File: config.mk
export PLATFORM = sky130hd
export DESIGN_NAME = snoop_responder
export DESIGN_NICKNAME = d
export VERILOG_FILES = /design/src/rtl/snoop_responder.sv
export SDC_FILE = /design/constraint.sdc
export NUM_CORES = 1
export LEC_CHECK = 0
export ABC_AREA = 0
export CORE_ASPECT_RATIO = 0.75
export CORE_MARGIN = 1
export CORE_UTILIZATION = 36
export CTS_CLUSTER_SIZE = 14
export DETAILED_ROUTE_END_ITERATION = 8
export DONT_BUFFER_PORTS = 1
export PLACE_DENSITY_LB_ADDON = 0.3
export RECOVER_POWER = 100
export REMOVE_ABC_BUFFERS = 1
export SLEW_MARGIN = 10
export SYNTH_ARGS = -nofsm -noshare
export SYNTH_HDL_FRONTEND = slang
export SYNTH_SLANG_ARGS = --single-unit
File: constraint.sdc
create_clock -name clk -period 6.2 [get_ports clk]
set_input_delay 1.86 -clock clk [delete_from_list [all_inputs] [get_ports clk]]
set_output_delay 1.86 -clock clk [all_outputs]
set_load 0.05 [all_outputs]
File: src/rtl/snoop_responder.sv
// Snoop responder: queues bus snoop requests, looks up the MESI tag state, returns
// NOHIT/HIT/HITM with a tag-state update, and holds off for a modified-line writeback.
package mypkg;
  localparam logic [1:0] NOHIT = 2'd0;
  localparam logic [1:0] HIT   = 2'd1;
  localparam logic [1:0] HITM  = 2'd2;
endpackage

module snoop_responder #(
  parameter int ADDR_W   = 32,
  parameter int DEPTH    = 4,
  parameter int MODE     = 0,
  parameter int protocol = 2
) (
  input  logic                       clk,
  input  logic                       rst_n,
  input  logic                       snp_valid,
  output logic                       snp_ready,
  input  logic [1:0]                 snp_op,
  input  logic [ADDR_W-1:0]          snp_addr,
  output logic                       lk_valid,
  output logic [ADDR_W-1:0]          lk_addr,
  input  logic [protocol-1:0]        lk_state,
  output logic                       res_valid,
  output logic [protocol-1:0]        snoop_result,
  output logic                       upd_valid,
  output logic [protocol-1:0]        upd_state,
  output logic                       wb_req,
  output logic [ADDR_W-1:0]          wb_addr,
  input  logic                       wb_ack,
  output logic                       err,
  output logic [$clog2(DEPTH):0]     count
);
  import mypkg::*;

  localparam int PW = $clog2(DEPTH);
  localparam int CW = PW + 1;

  localparam logic [1:0] OP_READ = 2'd0;
  localparam logic [1:0] OP_WRITE = 2'd1;
  localparam logic [1:0] OP_INV = 2'd3;

  localparam logic [protocol-1:0] ST_I = protocol'(0);
  localparam logic [protocol-1:0] ST_S = protocol'(1);
  localparam logic [protocol-1:0] ST_E = protocol'(2);
  localparam logic [protocol-1:0] ST_M = protocol'(3);

  typedef enum logic [1:0] {IDLE, LOOKUP, RESP, WB} state_t;

  state_t                r_state;
  logic [1:0]            r_op_mem   [DEPTH];
  logic [ADDR_W-1:0]     r_addr_mem [DEPTH];
  logic [PW-1:0]         r_wptr;
  logic [PW-1:0]         r_rptr;
  logic [CW-1:0]         r_count;
  logic [1:0]            r_hold_op;
  logic [ADDR_W-1:0]     r_hold_addr;

  logic                  w_push;
  logic                  w_pop;
  logic [protocol-1:0]   w_res;
  logic                  w_upd_v;
  logic [protocol-1:0]   w_upd_st;
  logic                  w_err;

  assign snp_ready = (r_count != CW'(DEPTH));
  assign count     = r_count;
  assign w_push    = snp_valid && snp_ready;
  assign w_pop     = (r_state == IDLE) && (r_count != '0);
  assign lk_addr   = r_hold_addr;
  assign wb_addr   = r_hold_addr;

  always_ff @(posedge clk) begin
    if (w_push) begin
      r_op_mem[r_wptr]   <= snp_op;
      r_addr_mem[r_wptr] <= snp_addr;
    end
  end

  always_ff @(posedge clk) begin
    if (!rst_n) begin
      r_wptr  <= '0;
      r_rptr  <= '0;
      r_count <= '0;
    end else begin
      if (w_push) r_wptr <= r_wptr + PW'(1);
      if (w_pop)  r_rptr <= r_rptr + PW'(1);
      case ({w_push, w_pop})
        2'b10:   r_count <= r_count + CW'(1);
        2'b01:   r_count <= r_count - CW'(1);
        default: r_count <= r_count;
      endcase
    end
  end

  // Result/update decision from the held request and the same-cycle tag state
  always_comb begin
    w_res    = protocol'(NOHIT);
    w_upd_v  = 1'b0;
    w_upd_st = lk_state;
    w_err    = 1'b0;
    if (MODE == 1) begin
      case (r_hold_addr[1:0])
        2'b00:   w_res = protocol'(HIT);
        2'b01:   w_res = protocol'(HITM);
        default: w_res = protocol'(NOHIT);
      endcase
    end else if (r_hold_op != OP_WRITE) begin
      case (lk_state)
        ST_S: begin
          w_res = protocol'(HIT);
          if (r_hold_op != OP_READ) begin
            w_upd_v  = 1'b1;
            w_upd_st = ST_I;
          end
        end
        ST_E, ST_M: begin
          if (r_hold_op == OP_INV) begin
            w_err = 1'b1;
          end else begin
            w_res    = (lk_state == ST_M) ? protocol'(HITM) : protocol'(HIT);
            w_upd_v  = 1'b1;
            w_upd_st = (r_hold_op == OP_READ) ? ST_S : ST_I;
          end
        end
        default: ;
      endcase
    end
  end

  always_ff @(posedge clk) begin
    if (!rst_n) begin
      r_state      <= IDLE;
      lk_valid     <= 1'b0;
      res_valid    <= 1'b0;
      snoop_result <= protocol'(NOHIT);
      upd_valid    <= 1'b0;
      wb_req       <= 1'b0;
      err          <= 1'b0;
    end else begin
      res_valid    <= 1'b0;
      upd_valid    <= 1'b0;
      snoop_result <= protocol'(NOHIT);
      case (r_state)
        IDLE: begin
          if (w_pop) begin
            r_hold_op   <= r_op_mem[r_rptr];
            r_hold_addr <= r_addr_mem[r_rptr];
            lk_valid    <= (MODE == 0);
            r_state     <= LOOKUP;
          end
        end
        LOOKUP: begin
          lk_valid     <= 1'b0;
          res_valid    <= 1'b1;
          snoop_result <= w_res;
          if (w_upd_v) begin
            upd_valid <= 1'b1;
            upd_state <= w_upd_st;
          end
          if (w_err) err <= 1'b1;
          r_state <= RESP;
        end
        RESP: begin
          if ((MODE == 0) && (snoop_result == protocol'(HITM))) begin
            wb_req  <= 1'b1;
            r_state <= WB;
          end else begin
            r_state <= IDLE;
          end
        end
        WB: begin
          if (wb_ack) begin
            wb_req  <= 1'b0;
            r_state <= IDLE;
          end
        end
        default: r_state <= IDLE;
      endcase
    end
  end
endmodule

==> metrics.md, run 1 <==
| Metric | Value |
|---|---|
| Die Y | `between 100 and 150 um` |
| Post-route ant nets | `0` |
| Ys Warns | `0` |
| Failing checks | `max-capacitance violations, max-slew violations` |
| Critical R2R Launch | `count[0]` |
| CP startpoint kind | `primary input` |
| Cell depth of the worst flop-to-flop path | `3` |
| H-tree levels | `4` |
| Critical Path RT | `just over 6000 ps` |
| Die area | `slightly above 20000 sq um` |
| CTS buffer count | `17` |
| Cell taking the most area after synthesis | `edfxtp_1` |
| Status | `finished, violations left` |
| Leakage | `roughly 2.4 nW` |
| Worst Path Max Fanout | `34` |
| MaxCap Viol Count | `6` |
| Buf/Inv on CP | `0` |
| Area after DPL | `about 7100 sq um` |
| Post-route minimum period | `~4500 ps` |
| Rel. slew slack | `-104.8%` |
| Setup Viol. Count Final | `0` |
| Largest net degree at the start of global routing | `37` |
| Synthesis-stage register bit count | `around 190` |
| Dpl hpwl | `around 7000 um` |
| CP max stage cell | `and2_0` |
| Most frequent cell after synthesis | `edfxtp_1` |
| IO buf count | `0` |
| GP Congestion | `0.7185` |
| Number of synthesized flops with an enable pin | `~170` |
| Syn_area_per_cell | `approximately 21 sq um` |
| Worst path top cell family by delay | `simple AND/OR/NAND/NOR gates` |
| DRC viols | `0` |
| First drt pass iteration count | `4` |
| Chip width | `164.1 um` |
| Nets@finish | `between 300 and 400` |
| Seq/Total Area, Yosys | `a little under 80%` |
| Reg clk slew, reported paths | `~60 ps` |
| Top_reg_cell synth | `edfxtp_1` |
| Area Growth Syn to Fin | `7.957%` |
| Worst clock skew | `between 6 and 7 ps` |
| Setup total negative slack | `0 ps` |
| Post-synth top cells | `172 x edfxtp_1, 32 x buf_4, 28 x mux4_2, 16 x dfxtp_1` |
| Clock buffer depth | `2` |
| Hold_sp | `r_rptr[0]` |
| Wire length of the first global-routing pass | `approximately 17000 um` |
| Num rows | `44` |
| WP depth | `2` |
| Synth unique cells | `36` |
| Synth area leaders | `edfxtp_1 73%, mux4_2 8.9%, dfxtp_1 4.5%` |
| Hold Crit Class | `reg -> reg` |
| Slew @ Worst Pin | `slightly above 3000 ps` |
| CTS tree | `built` |
| Layout cells sized above 1 | `between 15 and 20%` |
| PwrDens | `488.9 nW/um^2` |
| # hold bufs at CTS | `0` |
| Vias | `2763` |
| Io pins | `around 120` |
| Post-synthesis async set-or-reset flop share | `0%` |
| Hold Crit Depth | `2` |
| Yosys top cell area share | `between 70% and 80%` |
| # diodes | `0` |
| Setup bufs post-CTS | `0` |
| Post-synthesis cell area | `7092 sq um` |
| Fin. max-slew vios | `210` |
| DR vias/cell | `4.772` |
| Wire length per cell | `19.96 um` |
| Core area | `between 15000 and 20000 sq um` |
| Clk Tree Root Cell | `clkbuf_16` |
| Remaining global-route overflow | `0` |
| Final Hold Vio Count | `0` |
| Crit path arrival time | `between 4000 and 5000 ps` |
| Post-Route WL | `~12000 um` |
| Crit path kind | `in -> reg` |
| Crit. Startpoint | `snp_valid` |
| Overall routing resource usage | `12.33%` |
| Maximum clock frequency | `220.1 MHz` |
| Setup crit end kind | `flip-flop` |
| CP max stage delay | `between 2000 and 2500 ps` |
| Clk Latency, worst-skew pair | `between 400 and 500 ps` |
| Number of global-route vias before repair | `2909` |
| Finished Cell Area | `roughly 7700 sq um` |
| Max VDD drop | `between 0.2 and 0.3 mV` |
| Starting Density | `a little under two fifths` |
| Post-CTS sizing | `0` |
| Critical Path, Cell by Cell | `a21boi_0, and2_0` |
| Clk sinks | `between 150 and 200` |
| Final Cycle Share | `73.29%` |
| Starting DRC count in detailed routing | `176` |
| RSZ-0062 raised after global routing | `false` |
| Syn Inst Count | `approximately 340` |
| Antenna violations before repair | `0` |
==> routing by layer <==
layer  GRT usage (%)  vias up  part of all wire, %
met4           4.977        0                  1.2
met3           7.145       10                   11
li1                -     1256                    -
met5               0        -                    0
met1           14.45     1417                   41
met2           18.57       80                   46
==> state kept, by name (all words and copies together) (netlist names) <==
signal        count
r_addr_mem      128
lk_addr          32
r_op_mem          8
count             3
r_hold_op         2
r_rptr            2
r_state           2
r_wptr            2
snoop_result      2
upd_state         2
err               1
lk_valid          1
res_valid         1
upd_valid         1
wb_req            1
==> metrics by stage <==
step	utilization, %	power [mW]	instances	setup slack, ps	hold WS [ps]
after floorplan	-	2.553	295	2375	467.7
after global placement	36.74	2.682	549	2730	458.9
after detailed placement	36.74	2.700	549	2651	472.3
after CTS	39.78	3.792	579	2564	482.7
after global routing	39.62	3.901	579	1408	529.2
final	39.62	3.743	579	1656	491.3
==> cell usage in the layout (no fill, tap or decap), drive strengths merged <==
cell    instances
o21a            1
bufinv          4
clkinv          4
nand2           9
a21boi          1
a21oi           3
o21ai           4
a41oi           1
or3             2
mux2i           5
nor3            1
nor4b           1
a31oi           2
nor2b           4
xnor2           1
a22o            1
edfxtp        172
a22oi           1
inv             9
dfxtp          16
fa              1
and3b           1
clkbuf         23
nor2            9
xor2            1
and4            1
a311oi          1
mux4           34
nand2b          3
and2            5
ha              5
==> cell type report <==
type	instances	area (sq um)
fill	1689	11670
sequential	188	5487
multi-input combinational	98	1227
clock buffer	22	444.2
tap	253	316.6
clock inverter	8	143.9
inverter	9	33.78
timing repair buffer	1	3.754
==> cell families (layout without fill, tap and decap cells) <==
logic type,Yosys count,after routing,synth area share [%]
XOR/XNOR,2,2,0.2470
AO/OA/AOI/OAI,15,15,1.411
buffers and inverters,50,40,5.152
adder cells (fa/ha/maj),6,6,1.164
flip-flops,188,188,77.35
AND/OR/NAND/NOR,36,36,2.858
multiplexers,39,39,11.82
==> where the power goes <==
group	internal (mW)	switching [mW]
clock network	0.669	0.418
logic	0.203	0.224
registers	1.64	0.591
==> worst paths after layout <==
kind	endpoint	slack (ps)
max reg2reg	r_addr_mem[1][22]	2170
max	r_addr_mem[1][22]	1660
min reg2reg	r_rptr[0]	490
min	r_rptr[0]	490
(Power assumes the default switching activity.)
==> run 2: changes to the inputs <==
==> constraint.sdc (replaced) <==
create_clock -name clk -period 4.15 [get_ports clk]
set_input_delay 1.245 -clock clk [delete_from_list [all_inputs] [get_ports clk]]
set_output_delay 1.245 -clock clk [all_outputs]
set_load 0.05 [all_outputs]
==> metrics.md, run 2 (synthesis gave the netlist of run 1 again) <==
| Metric | Value |
|---|---|
| Status | `finished, violations left` |
| Failing checks | `max-capacitance violations, max-slew violations` |
| Clock buffer depth | `2 (unchanged)` |
| Remaining global-route overflow | `0 (unchanged)` |
| Dpl ws | `1253 ps (-1399 ps)` |
| Critical Path RT | `4160 ps (-2020 ps)` |
| Switching Fraction | `35.50% (+2.6 points)` |
| Vias | `2810 (+1.7%)` |
| Core area | `19320 sq um (unchanged)` |
| Highest-count cells in the layout ignoring fill and taps | `172 x edfxtp_1, 28 x mux4_2, 17 x clkbuf_16` |
| Die area | `20270 sq um (unchanged)` |
| Io pins | `117 (unchanged)` |
| Nets@finish | `361 (unchanged)` |
| Post-CTS sizing | `0 (unchanged)` |
| Final core occ | `39.45% (-0.17 points)` |
| Starting Density | `36.70% (unchanged)` |
| Wire length per cell | `20.53 um (+2.9%)` |
| Overall routing resource usage | `12.59% (+0.26 points)` |
| Clk sinks | `188 (unchanged)` |
| Setup total negative slack | `0 ps (unchanged)` |
| DRC viols | `0 (unchanged)` |
| Buf/Inv on CP | `0 (unchanged)` |
| IO buf count | `0 (unchanged)` |
| GP Congestion | `0.7196 (+0.15%)` |
| Crit. Startpoint | `count[0]` |
| CP max stage delay | `1430 ps (-590 ps)` |
| Worst clock skew | `9.661 ps (+2.916 ps)` |
| CTS tree | `built` |
| Worst path top cell family by delay | `simple AND/OR/NAND/NOR gates` |
| Total power draw | `5.439 mW (+45%)` |
| WP depth | `3 (+1)` |
| Area Growth Syn to Fin | `7.481%` |
| Final Instance Count excl. Fillers | `581 (+0.35%)` |
| Crit path kind | `reg -> reg` |
| Cell depth of the worst flop-to-flop path | `3 (unchanged)` |
| MaxCap Viol Count | `2 (-4)` |
| Post-route ant nets | `0 (unchanged)` |
| Setup Viol. Count Final | `0 (unchanged)` |
| PwrDens | `713.5 nW/um^2 (+46%)` |
| Antenna violations before repair | `0 (unchanged)` |
| Slew @ Worst Pin | `1913 ps (-1148 ps)` |
| Worst R2R End | `lk_addr[28]` |
| Reg clk slew, reported paths | `70 ps (about the same)` |
| Post-Route WL | `11930 um (+3.2%)` |
| Dpl cells | `549 (unchanged)` |
| # hold bufs at CTS | `0 (unchanged)` |
| Hold Crit Class | `reg -> reg` |
| CP startpoint kind | `flip-flop` |
| Dpl hpwl | `7177 um (+3.0%)` |
| Num rows | `44 (unchanged)` |
| Layout cells sized above 1 | `20.43% (+3.2 points)` |
| Multi-input logic area | `1235 sq um (+0.61%)` |
| Critical Path, Cell by Cell | `nor3_1, or3_1, nor2_2` |
| Number of flip-flops in the largest register | `128 (unchanged)` |
| Starting DRC count in detailed routing | `238 (+35%)` |
| Fin. max-slew vios | `63 (-70%)` |
| Fillcell total | `1710 (+1.2%)` |
| Clk Latency, worst-skew pair | `430 ps (about the same)` |
| Post-route minimum period | `roughly 3200 ps` |
| Clk Tree Root Cell | `clkbuf_16` |
| Setup crit end kind | `flip-flop` |
| CTS buffer count | `17 (unchanged)` |
| Worst Setup EP | `lk_addr[28]` |
| Switch Pwr | `1.931 mW (+57%)` |
| Cell Int Power | `3.508 mW (+40%)` |
| Clk pwr share | `27.4% (-1.6 points)` |
| Die Y | `123.6 um (unchanged)` |
| Setup bufs post-CTS | `0 (unchanged)` |
| First drt pass iteration count | `4 (unchanged)` |
| Reg2Reg Setup Slack | `980 ps (-1190 ps)` |
| Number of global-route vias before repair | `2953 (+1.5%)` |
| Rel. slew slack | `-27.65% (+77 points)` |
| # diodes | `0 (unchanged)` |
| Maximum clock frequency | `315.5 MHz` |
| Sequential share of power | `61.8% (+2.2 points)` |
| Most flops, register | `r_addr_mem` |
| Final Cycle Share | `76.38%` |
| Logic pwr share | `10.8% (-0.6 points)` |
| Chip width | `164.1 um (unchanged)` |
| DR vias/cell | `4.836 (+1.4%)` |
| Final Hold Vio Count | `0 (unchanged)` |
| Commonest non-fill, non-tap cell in the layout | `edfxtp_1` |
| Wire length of the first global-routing pass | `17820 um (+2.9%)` |
| Leakage | `2.398 nW (-0.68%)` |
| Sequential cell area | `5487 sq um (unchanged)` |
| CP max stage cell | `nor2_2` |
| H-tree levels | `4 (unchanged)` |
| Worst Path Max Fanout | `34 (unchanged)` |
| Critical R2R Launch | `count[0]` |
| Crit path arrival time | `3180 ps (-1340 ps)` |
| Max VDD drop | `0.5384 mV (+82%)` |
| RSZ-0062 raised after global routing | `false` |
| Largest net degree at the start of global routing | `37 (unchanged)` |
| Setup ws final | `980.2 ps (-675.8 ps)` |
run 2: cell types whose count changed in the layout (fill, tap and decap cells not counted), moves of 2 or more:
cell        before  now
clkinv_4         1    6
clkinvlp_4       0    3
inv_6            0    2
bufinv_16        4    0
and2_2           0    4
clkbuf_1         6    0
and2_0           5    1
run 2: how the worst min path moves through the flow:
stage / start / end / slack (ps) / cells past startpoint
floorplan: r_wptr[1] / r_wptr[1] / 470 / 2
CTS: r_wptr[0] / r_wptr[0] / 510 / 2
global route: r_wptr[0] / r_wptr[0] / 530 / 2
detailed placement: r_wptr[0] / r_wptr[0] / 500 / 2
global placement: r_wptr[1] / r_wptr[1] / 480 / 2
finish: r_wptr[0] / r_wptr[0] / 510 / 2
run 2: final cells by class:
class	instances	share of cell area, %
multi-input combinational	98	16.20
tap	253	4.153
clock inverter	15	1.543
sequential	188	71.98
clock buffer	17	5.581
inverter	9	0.4432
timing repair buffer	1	0.09849
run 2: worst min-delay path, stage by stage, from the launching register on:
cell and delay (ps):
dfxtp_1 340, nand2_1 70, mux2i_1 50
run 2: metal layers:
layer  up-vias  wire length (um)  GRT usage, %
li1       1255                 -             -
met1      1435              4910         14.58
met2       104              5604         19.25
met3        16              1196         7.011
met4         0               218         5.324
met5         -                 0             0
run 2: stage by stage:
| stage | instance area [sq um] | hold slack (ps) |
|---|---|---|
| floorplan | 6760 | 467.7 |
| global placement | 7099 | 479.9 |
| detailed placement | 7099 | 502.2 |
| CTS | 7642 | 511.9 |
| global route | 7622 | 529.3 |
| finish | 7622 | 506.3 |
run 2: power groups by stage:
stage	combinational [mW]	sequential [mW]	clock (mW)
global route	0.654	3.42	1.59
global placement	0.604	3.41	0
CTS	0.618	3.38	1.52
floorplan	0.466	3.35	0
detailed placement	0.617	3.42	0
finish	0.588	3.36	1.49
